<file path="config.mk">
export PLATFORM = sky130hd
export DESIGN_NAME = fladdsub_pipe
export DESIGN_NICKNAME = d
export VERILOG_FILES = /design/src/rtl/fladdsub_pipe_pkg.sv /design/src/rtl/fl_lzc.sv /design/src/rtl/fladdsub_pipe.sv
export SDC_FILE = /design/constraint.sdc
export NUM_CORES = 1
export LEC_CHECK = 0
export ABC_AREA = 1
export CORE_ASPECT_RATIO = 0.7
export CORE_MARGIN = 10
export CORE_UTILIZATION = 30
export DETAILED_ROUTE_END_ITERATION = 12
export GPL_TIMING_DRIVEN = 0
export PLACE_DENSITY_LB_ADDON = 0.2
export SLEW_MARGIN = 25
export SYNTH_ARGS = -nofsm -noshare
export SYNTH_HDL_FRONTEND = slang
export SYNTH_SLANG_ARGS = --single-unit
</file>
<file path="constraint.sdc">
create_clock -name clk -period 5.05 [get_ports clk]
set_input_delay 0.7575 -clock clk [delete_from_list [all_inputs] [get_ports clk]]
set_output_delay 0.7575 -clock clk [all_outputs]
set_load 0.05 [all_outputs]
</file>
<file path="src/rtl/fladdsub_pipe_pkg.sv">
// -----------------------------------------------------------------------------
// fladdsub_pipe_pkg
// Shared FP32 constants, field helpers and pipeline stage records used by the
// butterfly add/sub pipeline (fladdsub_pipe) and its leading-zero counter
// (fl_lzc).
// No ports: package only.
// -----------------------------------------------------------------------------
package fladdsub_pipe_pkg;

    localparam logic [7:0]  FP_EXP_MAX = 8'hFF;
    localparam logic [31:0] FP_QNAN    = 32'h7FC0_0000;
    localparam logic [31:0] FP_POS_INF = 32'h7F80_0000;
    localparam logic [31:0] FP_NEG_INF = 32'hFF80_0000;

    // Aligned mantissa: hidden 1 + 23 fraction bits + guard/round/sticky.
    localparam int MAN_EXT_W = 27;
    // Adder width: aligned mantissa plus one carry bit.
    localparam int SUM_W     = 28;

    function automatic logic fp_sign(input logic [31:0] f);
        return f[31];
    endfunction

    function automatic logic [7:0] fp_exp(input logic [31:0] f);
        return f[30:23];
    endfunction

    function automatic logic [22:0] fp_man(input logic [31:0] f);
        return f[22:0];
    endfunction

    function automatic logic [31:0] fp_signed_inf(input logic s);
        return s ? FP_NEG_INF : FP_POS_INF;
    endfunction

    // Unpack/align results, registered at the end of stage 1.
    typedef struct packed {
        logic                 special;   // result is fully decided by spec_val
        logic [31:0]          spec_val;
        logic                 zero_neg;  // (-0)+(-0): exact zero keeps the minus sign
        logic                 sign;      // sign of the larger-magnitude operand
        logic                 eff_sub;   // operand signs differ after the op_sub flip
        logic [7:0]           exp;       // exponent of the larger operand
        logic [MAN_EXT_W-1:0] big_m;
        logic [MAN_EXT_W-1:0] small_m;   // already shifted into alignment
    } s1_t;

    // Add results, registered at the end of stage 2.
    typedef struct packed {
        logic             special;
        logic [31:0]      spec_val;
        logic             zero_neg;
        logic             sign;
        logic [7:0]       exp;
        logic [SUM_W-1:0] sum;
    } s2_t;

endpackage

</file>
<file path="src/rtl/fl_lzc.sv">
// -----------------------------------------------------------------------------
// fl_lzc
// Combinational leading-zero counter over the 28-bit mantissa sum. Intended to
// be reused by later fladd stages.
// Ports:
//   i_data  [27:0]  value to scan, bit 27 is the most significant
//   o_count [4:0]   number of zeros above the first 1 (28 when i_data is 0)
// -----------------------------------------------------------------------------
module fl_lzc
    import fladdsub_pipe_pkg::*;
(
    input  logic [SUM_W-1:0] i_data,
    output logic [4:0]       o_count
);

    // Scanning upward lets the highest set bit win the last assignment.
    always_comb begin
        o_count = 5'(SUM_W);
        for (int i = 0; i < SUM_W; i++) begin
            if (i_data[i]) begin
                o_count = 5'(SUM_W - 1 - i);
            end
        end
    end

endmodule

</file>
<file path="src/rtl/fladdsub_pipe.sv">
// -----------------------------------------------------------------------------
// fladdsub_pipe
// Three-stage pipelined FP32 adder/subtractor for the butterfly datapath
// (X = A + W*B, Y = A - W*B with W*B arriving from flmult). One operation per
// clock, valid/ready on both sides, tag carried alongside each operation.
//   S1: unpack, flush subnormals, detect specials, swap, align small operand
//   S2: 28-bit magnitude add or subtract
//   S3: normalize, round, overflow/underflow/zero handling
// Build option:
//   FLADD_ROUND_NEAREST_EN  defined -> round to nearest, ties to even
//                           undefined -> truncate toward zero
// Ports:
//   clk        clock, rising edge
//   rst        synchronous active-high reset, flushes every in-flight op
//   in_valid   operation present on a_in/b_in/op_sub/tag_in
//   in_ready   operation is accepted this cycle
//   a_in       operand A (FP32)
//   b_in       operand B (FP32)
//   op_sub     0: A+B, 1: A-B
//   tag_in     sideband tag, returned unchanged on tag_out
//   out_valid  result/tag_out hold a completed operation
//   out_ready  downstream takes the result this cycle
//   result     FP32 result
//   tag_out    tag of the operation on result
// -----------------------------------------------------------------------------
module fladdsub_pipe
    import fladdsub_pipe_pkg::*;
#(
    parameter int TAG_W = 4
) (
    input  logic             clk,
    input  logic             rst,
    input  logic             in_valid,
    output logic             in_ready,
    input  logic [31:0]      a_in,
    input  logic [31:0]      b_in,
    input  logic             op_sub,
    input  logic [TAG_W-1:0] tag_in,
    output logic             out_valid,
    input  logic             out_ready,
    output logic [31:0]      result,
    output logic [TAG_W-1:0] tag_out
);

`ifdef FLADD_ROUND_NEAREST_EN
    localparam bit ROUND_NEAREST = 1'b1;
`else
    localparam bit ROUND_NEAREST = 1'b0;
`endif

    // ------------------------------------------------------------------
    // Pipeline registers
    // ------------------------------------------------------------------
    logic             r_s1_valid;
    s1_t              r_s1;
    logic [TAG_W-1:0] r_s1_tag;
    logic             r_s2_valid;
    s2_t              r_s2;
    logic [TAG_W-1:0] r_s2_tag;
    logic             r_out_valid;
    logic [31:0]      r_result;
    logic [TAG_W-1:0] r_tag_out;

    // Global stall: every stage moves together whenever the output slot
    // is empty or being drained.
    logic w_adv;
    assign w_adv     = ~r_out_valid | out_ready;
    assign in_ready  = w_adv;
    assign out_valid = r_out_valid;
    assign result    = r_result;
    assign tag_out   = r_tag_out;

    // ------------------------------------------------------------------
    // S1: unpack / specials / swap / align
    // ------------------------------------------------------------------
    logic        w_a_sign, w_b_sign;
    logic [7:0]  w_a_exp, w_b_exp;
    logic [22:0] w_a_man, w_b_man;
    logic        w_a_zero, w_b_zero;
    logic        w_a_nan, w_b_nan;
    logic        w_a_inf, w_b_inf;
    logic [23:0] w_a_man24, w_b_man24;
    logic [30:0] w_a_mag, w_b_mag;
    logic        w_a_big;

    assign w_a_sign = fp_sign(a_in);
    assign w_b_sign = fp_sign(b_in) ^ op_sub;
    assign w_a_exp  = fp_exp(a_in);
    assign w_b_exp  = fp_exp(b_in);
    assign w_a_man  = fp_man(a_in);
    assign w_b_man  = fp_man(b_in);

    assign w_a_zero = (w_a_exp == 8'd0);
    assign w_b_zero = (w_b_exp == 8'd0);
    assign w_a_nan  = (w_a_exp == FP_EXP_MAX) && (w_a_man != 23'd0);
    assign w_b_nan  = (w_b_exp == FP_EXP_MAX) && (w_b_man != 23'd0);
    assign w_a_inf  = (w_a_exp == FP_EXP_MAX) && (w_a_man == 23'd0);
    assign w_b_inf  = (w_b_exp == FP_EXP_MAX) && (w_b_man == 23'd0);

    // Subnormals become signed zero: fraction dropped, no hidden bit.
    assign w_a_man24 = w_a_zero ? 24'd0 : {1'b1, w_a_man};
    assign w_b_man24 = w_b_zero ? 24'd0 : {1'b1, w_b_man};
    assign w_a_mag   = {w_a_exp, w_a_man24[22:0]};
    assign w_b_mag   = {w_b_exp, w_b_man24[22:0]};
    assign w_a_big   = (w_a_mag >= w_b_mag);

    logic                 w_big_sign;
    logic [7:0]           w_big_exp, w_small_exp;
    logic [23:0]          w_big_man24, w_small_man24;
    logic [7:0]           w_shift;
    logic [4:0]           w_sh5;
    logic [MAN_EXT_W-1:0] w_small_ext, w_small_shr, w_lost_mask;
    logic [MAN_EXT_W-1:0] w_small_aligned;

    assign w_big_sign    = w_a_big ? w_a_sign  : w_b_sign;
    assign w_big_exp     = w_a_big ? w_a_exp   : w_b_exp;
    assign w_small_exp   = w_a_big ? w_b_exp   : w_a_exp;
    assign w_big_man24   = w_a_big ? w_a_man24 : w_b_man24;
    assign w_small_man24 = w_a_big ? w_b_man24 : w_a_man24;

    // Magnitude ordering guarantees w_big_exp >= w_small_exp.
    assign w_shift     = w_big_exp - w_small_exp;
    assign w_sh5       = w_shift[4:0];
    assign w_small_ext = {w_small_man24, 3'b000};
    assign w_small_shr = w_small_ext >> w_sh5;
    assign w_lost_mask = (27'd1 << w_sh5) - 27'd1;

    // Bits shifted past the sticky position are OR-folded into bit 0.
    always_comb begin
        w_small_aligned = w_small_shr;
        if (w_shift >= 8'd27) begin
            w_small_aligned = {26'd0, |w_small_man24};
        end else begin
            w_small_aligned[0] = w_small_shr[0] | (|(w_small_ext & w_lost_mask));
        end
    end

    logic        w_special;
    logic [31:0] w_spec_val;

    always_comb begin
        w_special  = 1'b0;
        w_spec_val = FP_QNAN;
        if (w_a_nan || w_b_nan) begin
            w_special  = 1'b1;
            w_spec_val = FP_QNAN;
        end else if (w_a_inf && w_b_inf) begin
            w_special  = 1'b1;
            w_spec_val = (w_a_sign != w_b_sign) ? FP_QNAN : fp_signed_inf(w_a_sign);
        end else if (w_a_inf) begin
            w_special  = 1'b1;
            w_spec_val = fp_signed_inf(w_a_sign);
        end else if (w_b_inf) begin
            w_special  = 1'b1;
            w_spec_val = fp_signed_inf(w_b_sign);
        end
    end

    s1_t w_s1_next;

    always_comb begin
        w_s1_next          = '0;
        w_s1_next.special  = w_special;
        w_s1_next.spec_val = w_spec_val;
        w_s1_next.zero_neg = w_a_zero & w_b_zero & w_a_sign & w_b_sign;
        w_s1_next.sign     = w_big_sign;
        w_s1_next.eff_sub  = w_a_sign ^ w_b_sign;
        w_s1_next.exp      = w_big_exp;
        w_s1_next.big_m    = {w_big_man24, 3'b000};
        w_s1_next.small_m  = w_small_aligned;
    end

    // ------------------------------------------------------------------
    // S2: magnitude add/subtract (big >= small, so never negative)
    // ------------------------------------------------------------------
    logic [SUM_W-1:0] w_sum;
    s2_t              w_s2_next;

    assign w_sum = r_s1.eff_sub ? ({1'b0, r_s1.big_m} - {1'b0, r_s1.small_m})
                                : ({1'b0, r_s1.big_m} + {1'b0, r_s1.small_m});

    always_comb begin
        w_s2_next          = '0;
        w_s2_next.special  = r_s1.special;
        w_s2_next.spec_val = r_s1.spec_val;
        w_s2_next.zero_neg = r_s1.zero_neg;
        w_s2_next.sign     = r_s1.sign;
        w_s2_next.exp      = r_s1.exp;
        w_s2_next.sum      = w_sum;
    end

    // ------------------------------------------------------------------
    // S3: normalize / round / pack
    // ------------------------------------------------------------------
    logic [4:0]       w_lzc;
    logic [SUM_W-1:0] w_norm;
    logic             w_sum_zero;
    logic [22:0]      w_man;
    logic             w_g, w_r, w_s;
    logic             w_round_up;
    logic [23:0]      w_man_rnd;
    logic signed [9:0] w_exp_norm, w_exp_rnd;
    logic [31:0]      w_s3_result;

    fl_lzc u_lzc (
        .i_data  (r_s2.sum),
        .o_count (w_lzc)
    );

    // Shifting left by the full leading-zero count puts the hidden bit at
    // bit 27. A carry-out (lzc=0) is therefore the right-shift-by-one case
    // and falls out of the same exponent formula: exp + 1 - lzc.
    assign w_norm     = r_s2.sum << w_lzc;
    assign w_sum_zero = ~w_norm[27];
    assign w_man      = w_norm[26:4];
    assign w_g        = w_norm[3];
    assign w_r        = w_norm[2];
    assign w_s        = |w_norm[1:0];
    assign w_exp_norm = $signed({2'b00, r_s2.exp}) + 10'sd1 - $signed({5'b00000, w_lzc});

    // Truncation never increments; nearest-even rounds up above the halfway
    // point, or exactly at it when the LSB is odd.
    assign w_round_up = ROUND_NEAREST & w_g & (w_r | w_s | w_man[0]);

    // A carry out of the 23-bit fraction leaves it at zero and bumps the exponent.
    assign w_man_rnd = {1'b0, w_man} + {23'd0, w_round_up};
    assign w_exp_rnd = w_exp_norm + $signed({9'd0, w_man_rnd[23]});

    always_comb begin
        w_s3_result = {r_s2.sign, w_exp_rnd[7:0], w_man_rnd[22:0]};
        if (r_s2.special) begin
            w_s3_result = r_s2.spec_val;
        end else if (w_sum_zero) begin
            w_s3_result = {r_s2.zero_neg, 31'd0};
        end else if (w_exp_rnd >= 10'sd255) begin
            w_s3_result = fp_signed_inf(r_s2.sign);
        end else if (w_exp_rnd <= 10'sd0) begin
            w_s3_result = {r_s2.sign, 31'd0};
        end
    end

    // ------------------------------------------------------------------
    // Stage registers
    // ------------------------------------------------------------------
    always_ff @(posedge clk) begin
        if (rst) begin
            r_s1_valid  <= 1'b0;
            r_s1        <= '0;
            r_s1_tag    <= '0;
            r_s2_valid  <= 1'b0;
            r_s2        <= '0;
            r_s2_tag    <= '0;
            r_out_valid <= 1'b0;
            r_result    <= 32'h0;
            r_tag_out   <= '0;
        end else if (w_adv) begin
            r_s1_valid  <= in_valid;
            r_s1        <= w_s1_next;
            r_s1_tag    <= tag_in;
            r_s2_valid  <= r_s1_valid;
            r_s2        <= w_s2_next;
            r_s2_tag    <= r_s1_tag;
            r_out_valid <= r_s2_valid;
            // Bubbles leave the last delivered result on the port.
            if (r_s2_valid) begin
                r_result  <= w_s3_result;
                r_tag_out <= r_s2_tag;
            end
        end
    end

endmodule
</file>
==> flow_metrics.tcl, run 1 <==
set metrics [dict create \
    fin_crit_sh 0.989 \
    hold_path_class "reg2reg" \
    grt_use_total 0.216 \
    syn_inst 2281 \
    slowest_delay_ns 0.39 \
    die_h_um 198 \
    yosys_warnings 0 \
    drv_cap 0 \
    viasPerCell 5.26 \
    synth_compound_area_frac 0.217 \
    pre_cts_slack_ns -2.35 \
    wl_um 60600 \
    setup_tns_ns 0 \
    post_route_cells_drive_above_1_share 0.153 \
    status "finished clean" \
    critical_path_required_ns 5.43 \
    postPlaceCellArea_mm2 0.0155 \
    final_area_mm2 0.0178 \
    nNetsFinal 2651 \
    synth_seq_area_share 0.228 \
    avgRoutedWirePerCell_um 19.6 \
    first_global_vias 15000 \
    max_freq_mhz 200 \
    worst_ep_arrival_time_ns 5.37 \
    clockBufferDepth 2 \
    rr_worst_depth 27 \
    drc 0 \
    p_comb_frac 0.564 \
    p_int_mw 3.32 \
    num_io_pins 111 \
    cts_tree "yes" \
    die_area_mm2 0.0545 \
    power_per_cell_area_mw_per_mm2 360 \
    skew_ns 0.0105 \
    slew_headroom 0.288 \
    clkSinkCount 155 \
    gp_congestion 1.05 \
    hpwlAfterDp_um 49400 \
    synthToLayoutAreaGrowth_pct 30.9 \
    synth_adder_area_share 0.0902 \
    clk_pin_slew_ns 0.08 \
    grt_max_degree 17 \
    switching_share 0.482 \
    syn_avg_cell_area_um2 5.97 \
    initial_core_util 0.303 \
    synth_flop_cell "dfxtp_1" \
    clkPwrFrac 0.214 \
    crit_type "in2reg" \
    setup_viol 0 \
    critPathLaunchType "primary input" \
    yosysUniqueCellTypes 57 \
    numCtsBuffers 17 \
    critPathSlowestCell "o21ai_0" \
    ys_ff_latch 155 \
    antenna_cells 0 \
    synthArstFlopShare 0 \
    first_iter_violations 1551 \
    cts-root-buf "clkbuf_16" \
    synth_top_family_by_area "simple AND/OR/NAND/NOR gates" \
    yosys.area_share.simple 0.327 \
    min_path_cells 2 \
    fp.coreArea_mm2 0.0450 \
    h-tree-depth 4 \
    vdd_drop_max_mv 0.256 \
    io_buffers 109 \
    synth_edf_count 0 \
    dieWidth_um 275 \
    muxShareOfSynthArea 0.00147 \
    seqPwrFrac 0.222 \
    utilization 0.396 \
    grt_overflow 0 \
    finalMaxSlewViolations 0 \
    tightest_slew_ns 1.06 \
    setup_slack_ns 0.0570 \
    dr.pass1.iters 5 \
    synth_fp_nets 2451 \
    fin_crit_ns 4.99 \
    grt_pass1_wl_um 90000 \
    synth_area_mm2 0.0136 \
    ant_nets 0 \
    clk_latency_ns 0.45 \
    critPathCaptureType "flip-flop" \
    final_hold_viol_count 0 \
    leakagePower_nw 8.33 \
    synth_xor_area_frac 0.0167 \
    worstPathMaxFanout 10 \
    switchingPower_mw 3.09 \
    antenna_found_initial 0 \
    num_vias 16300 \
    rows 65 \
    fillers 4865 \
]
cell usage after synthesis (3+ instances only):
library cell  number  area share
a211oi_1           3      0.0017
a21oi_1          205       0.075
a21oi_2           10      0.0064
a31oi_1            9      0.0041
and2_1             4      0.0018
and3_1             4      0.0018
buf_1             16      0.0044
buf_2             16      0.0059
clkbuf_1          77       0.021
dfxtp_1          155        0.23
ha_1              95       0.087
inv_1            296       0.082
inv_2              6      0.0017
nand2_1          578        0.16
nand2_2           13      0.0060
nand3_1          201       0.074
nand3_2            3      0.0022
nand3b_1           3      0.0017
nand4_1           29       0.013
nor2_1           187       0.052
nor2_2             3      0.0014
nor3_1             7      0.0026
nor4_1            10      0.0046
o211ai_1          45       0.025
o21ai_0          201       0.074
o21ai_1           16      0.0059
o21ai_2            3      0.0019
o21bai_1          10      0.0055
o221ai_1           9      0.0058
o31ai_1            4      0.0022
or2_2              4      0.0018
xor2_1            24       0.015
path summary, 6_finish.rpt:
path	slack [ns]	startpoint	endpoint
setup / recovery	0.06	b_in[23]	r_s1[12]$_SDFFE_PP0N_
hold / removal	0.46	r_s2[69]$_SDFFE_PP0N_	r_s2[69]$_SDFFE_PP0N_
setup reg to reg	0.36	r_s2[0]$_SDFFE_PP0N_	result[13]$_SDFFE_PP0P_
hold reg to reg	0.46	r_s2[69]$_SDFFE_PP0N_	r_s2[69]$_SDFFE_PP0N_
area by class of cell:
class                      instances  area (um2)  share of cell area
multi-input combinational       1708        9790               0.549
sequential                       155        3110               0.175
timing repair buffer             181        1710              0.0962
inverter                         305        1160              0.0652
tap                              603         754              0.0423
buffer                           113         674              0.0378
clock buffer                      18         439              0.0246
clock inverter                    14         175             0.00983
critical path, delay by kind of cell:
family | cells | cell delay (ns)
buffers and inverters | 10 | 1.52
and+or+nand+nor | 15 | 2.07
AOI/OAI and AO/OA | 3 | 0.73
adders and majority gates | 1 | 0.28
cell families after synthesis:
| kind of cell | count (synthesis) |
|---|---|
| buf+inv | 419 |
| compound gates | 529 |
| xor+xnor | 26 |
| simple gates | 1053 |
| fa+ha+maj | 97 |
| flops | 155 |
| mux | 2 |
state kept, by name, indices dropped and copies added, names as in the netlist:
| register | cells |
|---|---|
| out_valid | 1 |
| r_s1 | 66 |
| r_s1_tag | 4 |
| r_s1_valid | 1 |
| r_s2 | 42 |
| r_s2_tag | 4 |
| r_s2_valid | 1 |
| result | 32 |
| tag_out | 4 |
routing by layer:
layer	vias up	part of all wire	routed length, um	GRT usage
met1	7778	0.50	30600	0.326
met4	0	0.011	654	0.0282
li1	7902	-	-	-
met3	32	0.093	5620	0.0621
met5	-	0	0	0
met2	577	0.39	23700	0.298
power by group through the flow:
stage,logic (mW),clock network (mW),registers [mW]
after floorplan,2.00,0,1.49
after global placement,3.02,0,1.45
after detailed placement,3.01,0,1.45
after CTS,3.18,1.40,1.42
after global routing,3.96,1.45,1.44
final,3.61,1.37,1.42
cell usage in the layout, fill, tap and decap left out, drive strengths merged, types with 3 or more instances in the layout:
cell type      synthesis  layout
a31oi                 11      11
and3                   4       4
o211ai                45      45
nor3                   9       9
a211oi                 3       3
inv                  303     312
o21ai                220     220
dlymetal6s2s           0       7
clkdlybuf4s50          0      93
ha                    95      95
buf                   36     110
nor2                 190     190
dfxtp                155     155
o221ai                 9       9
nand2                593     594
nor4                  11      11
nand3                204     204
xor2                  24      24
o21bai                10      10
or2                    5       5
a21oi                215     215
nand4                 29      29
nand3b                 3       3
and2                   4       4
clkinv                 2       3
o31ai                  4       4
clkbuf                78      99
metrics by stage:
stage | hold slack [ns] | power (mW) | std cells
global route | 0.488 | 6.85 | 3097
floorplan | 0.424 | 3.49 | 2281
detailed placement | 0.452 | 4.45 | 2993
CTS | 0.461 | 6.00 | 3049
finish | 0.456 | 6.41 | 3097
global placement | 0.451 | 4.46 | 2993
what timing repair did:
item / CTS / global route
hold buffers: 0 / 0
setup buffers: 23 / 45
setup endpoints to repair: 84 / 56
endpoints found under the hold margin: 0 / 0
pin swaps: 19 / 67
gates cloned: 2 / 4
resized for setup: 167 / 203
(Power assumes the default switching activity.)
==> run 2: changes to the inputs <==
==> constraint.sdc (replaced) <==
create_clock -name clk -period 4.5 [get_ports clk]
set_input_delay 1.125 -clock clk [delete_from_list [all_inputs] [get_ports clk]]
set_output_delay 1.125 -clock clk [all_outputs]
set_load 0.05 [all_outputs]
==> run 2 against run 1 <==
  * The flow now finishes with violations (setup timing)
  * Non-clock buffer count grew 33
  * Sequential share of layout area shrank 1.0 points
  * Wire length grew 1.8%
  * Critical endpoint is now r_s1[0]$_SDFFE_PP0N_
  * Largest power group unchanged
==> flow_metrics.tcl, run 2 (synthesis results as in run 1) <==
set metrics [dict create \
    h-tree-depth 4 \
    hpwlAfterDp_um 48600 \
    post_route_cells_drive_above_1_share 0.213 \
    num_vias 16500 \
    grt_overflow 0 \
    fin_crit_sh 1.16 \
    numCtsBuffers 17 \
    nNetsFinal 2685 \
    fin_crit_ns 5.24 \
    final_hold_viol_count 0 \
    totalPowerFinal_mw 7.63 \
    first_global_vias 15600 \
    grt_use_total 0.221 \
    rsz0062_at_grt "true" \
    finalMaxSlewViolations 0 \
    worst_ep_arrival_time_ns 5.64 \
    power_per_cell_area_mw_per_mm2 404 \
    tightest_slew_ns 0.995 \
    skew_ns 0.0148 \
    vdd_drop_max_mv 0.265 \
    dp.cells 2993 \
    dieWidth_um 275 \
    fin_cells 3131 \
    leakagePower_nw 8.69 \
    rr_endpoint "result[11]$_SDFFE_PP0P_" \
    final-seq-area_mm2 0.00311 \
    initial_core_util 0.303 \
    cts_tree "yes" \
    pre_cts_slack_ns -2.24 \
    setup_viol 49 \
    viasPerCell 5.27 \
    p_int_mw 3.87 \
    largest_register_ffs 66 \
    switching_share 0.493 \
    critPathLaunchType "primary input" \
    avgRoutedWirePerCell_um 19.7 \
    top_register "r_s1" \
    synthToLayoutAreaGrowth_pct 38.7 \
    drc 0 \
    multi_input_area_mm2 0.0104 \
    clk_pin_slew_ns 0.07 \
    cts-root-buf "clkbuf_16" \
    worstReg2RegStart "r_s2[8]$_SDFFE_PP0N_" \
    clkPwrFrac 0.202 \
    crit_type "in2reg" \
    rows 65 \
    num_io_pins 111 \
    whs_ns 0.462 \
    rr_worst_depth 24 \
    antenna_cells 0 \
    mostFrequentLayoutCell "nand2_1" \
    antenna_found_initial 0 \
    grt_pass1_wl_um 92300 \
    violations "setup timing" \
    critical_path_required_ns 4.90 \
    utilization 0.420 \
    wl_um 61700 \
    drv_cap 0 \
    clkSinkCount 155 \
    hold_path_class "reg2reg" \
    die_h_um 198 \
    slowest_delay_ns 0.30 \
    setup_slack_ns -0.739 \
    min_path_cells 2 \
    first_iter_violations 1506 \
    seqPwrFrac 0.210 \
    final_cell_mix "516 x nand2_1, 259 x inv_1, 169 x a21oi_1" \
    status "finished, violations left" \
    ant_nets 0 \
    cts_hold_buf 0 \
    final_area_mm2 0.0189 \
    regToRegSetupSlack_ns -0.16 \
    slew_headroom 0.337 \
    switchingPower_mw 3.76 \
    fp.coreArea_mm2 0.0450 \
    critPathCaptureType "flip-flop" \
    critPathSlowestCell "nor2_4" \
    clk_latency_ns 0.47 \
    setup_tns_ns -17.86 \
    dr.pass1.iters 9 \
    worstPathMaxFanout 6 \
    p_comb_frac 0.589 \
    fillers 4693 \
    hold_path_startpoint "result[8]$_SDFFE_PP0P_" \
    io_buffers 109 \
    clockBufferDepth 2 \
    die_area_mm2 0.0545 \
    postPlaceCellArea_mm2 0.0156 \
    grt_max_degree 19 \
    max_freq_mhz 191 \
    worst_hold_path.endpoint "result[8]$_SDFFE_PP0P_" \
    gp_congestion 1.01 \
]
[run 2: what timing repair did]
item	in CTS	in global routing
gates resized for setup	398	164
pin swaps	88	108
setup buffers	82	17
endpoints found under the setup margin	87	67
cloned	6	2
[run 2: area by class of cell]
cell class | count | area share
well taps | 603 | 0.0399
plain buffers | 113 | 0.0386
inverters | 305 | 0.0626
multi-input cells | 1708 | 0.550
clock inverters | 15 | 0.0101
flip-flops and latches | 155 | 0.164
clock buffers | 17 | 0.0225
repair buffers | 214 | 0.111
repair inverters | 1 | 0.000464
[run 2: critical path: cells and delay by family]
| family | cells | cell delay (ns) |
|---|---|---|
| adders and majority gates | 2 | 0.58 |
| buffers and inverters | 7 | 1.11 |
| and+or+nand+nor | 20 | 2.16 |
| AOI/OAI and AO/OA | 4 | 0.61 |
[run 2: worst max-delay path by stage]
| stage | depth (start not counted) | start | to | slack (ns) |
|---|---|---|---|---|
| floorplan | 31 | b_in[27] | r_s1[17]$_SDFFE_PP0N_ | -0.09 |
| global placement | 31 | a_in[25] | r_s1[0]$_SDFFE_PP0N_ | -2.34 |
| detailed placement | 33 | b_in[27] | r_s1[0]$_SDFFE_PP0N_ | -2.24 |
| CTS | 36 | b_in[27] | r_s1[0]$_SDFFE_PP0N_ | -0.47 |
| global route | 32 | b_in[24] | r_s1[0]$_SDFFE_PP0N_ | -0.89 |
| finish | 33 | b_in[23] | r_s1[0]$_SDFFE_PP0N_ | -0.74 |
[run 2: power groups by stage]
| stage | clock network [mW] | registers [mW] | logic (mW) |
|---|---|---|---|
| detailed placement | 0 | 1.63 | 3.35 |
| CTS | 1.56 | 1.60 | 4.00 |
| global route | 1.63 | 1.62 | 4.89 |
| finish | 1.54 | 1.60 | 4.50 |
| global placement | 0 | 1.63 | 3.37 |
| floorplan | 0 | 1.67 | 2.27 |
[run 2: routing by layer]
| metal | track usage | share of wire | vias up |
|---|---|---|---|
| met5 | 0 | 0 | - |
| met4 | 0.0390 | 0.012 | 0 |
| met3 | 0.0667 | 0.091 | 50 |
| met2 | 0.305 | 0.39 | 587 |
| met1 | 0.328 | 0.50 | 7876 |
| li1 | - | - | 7989 |
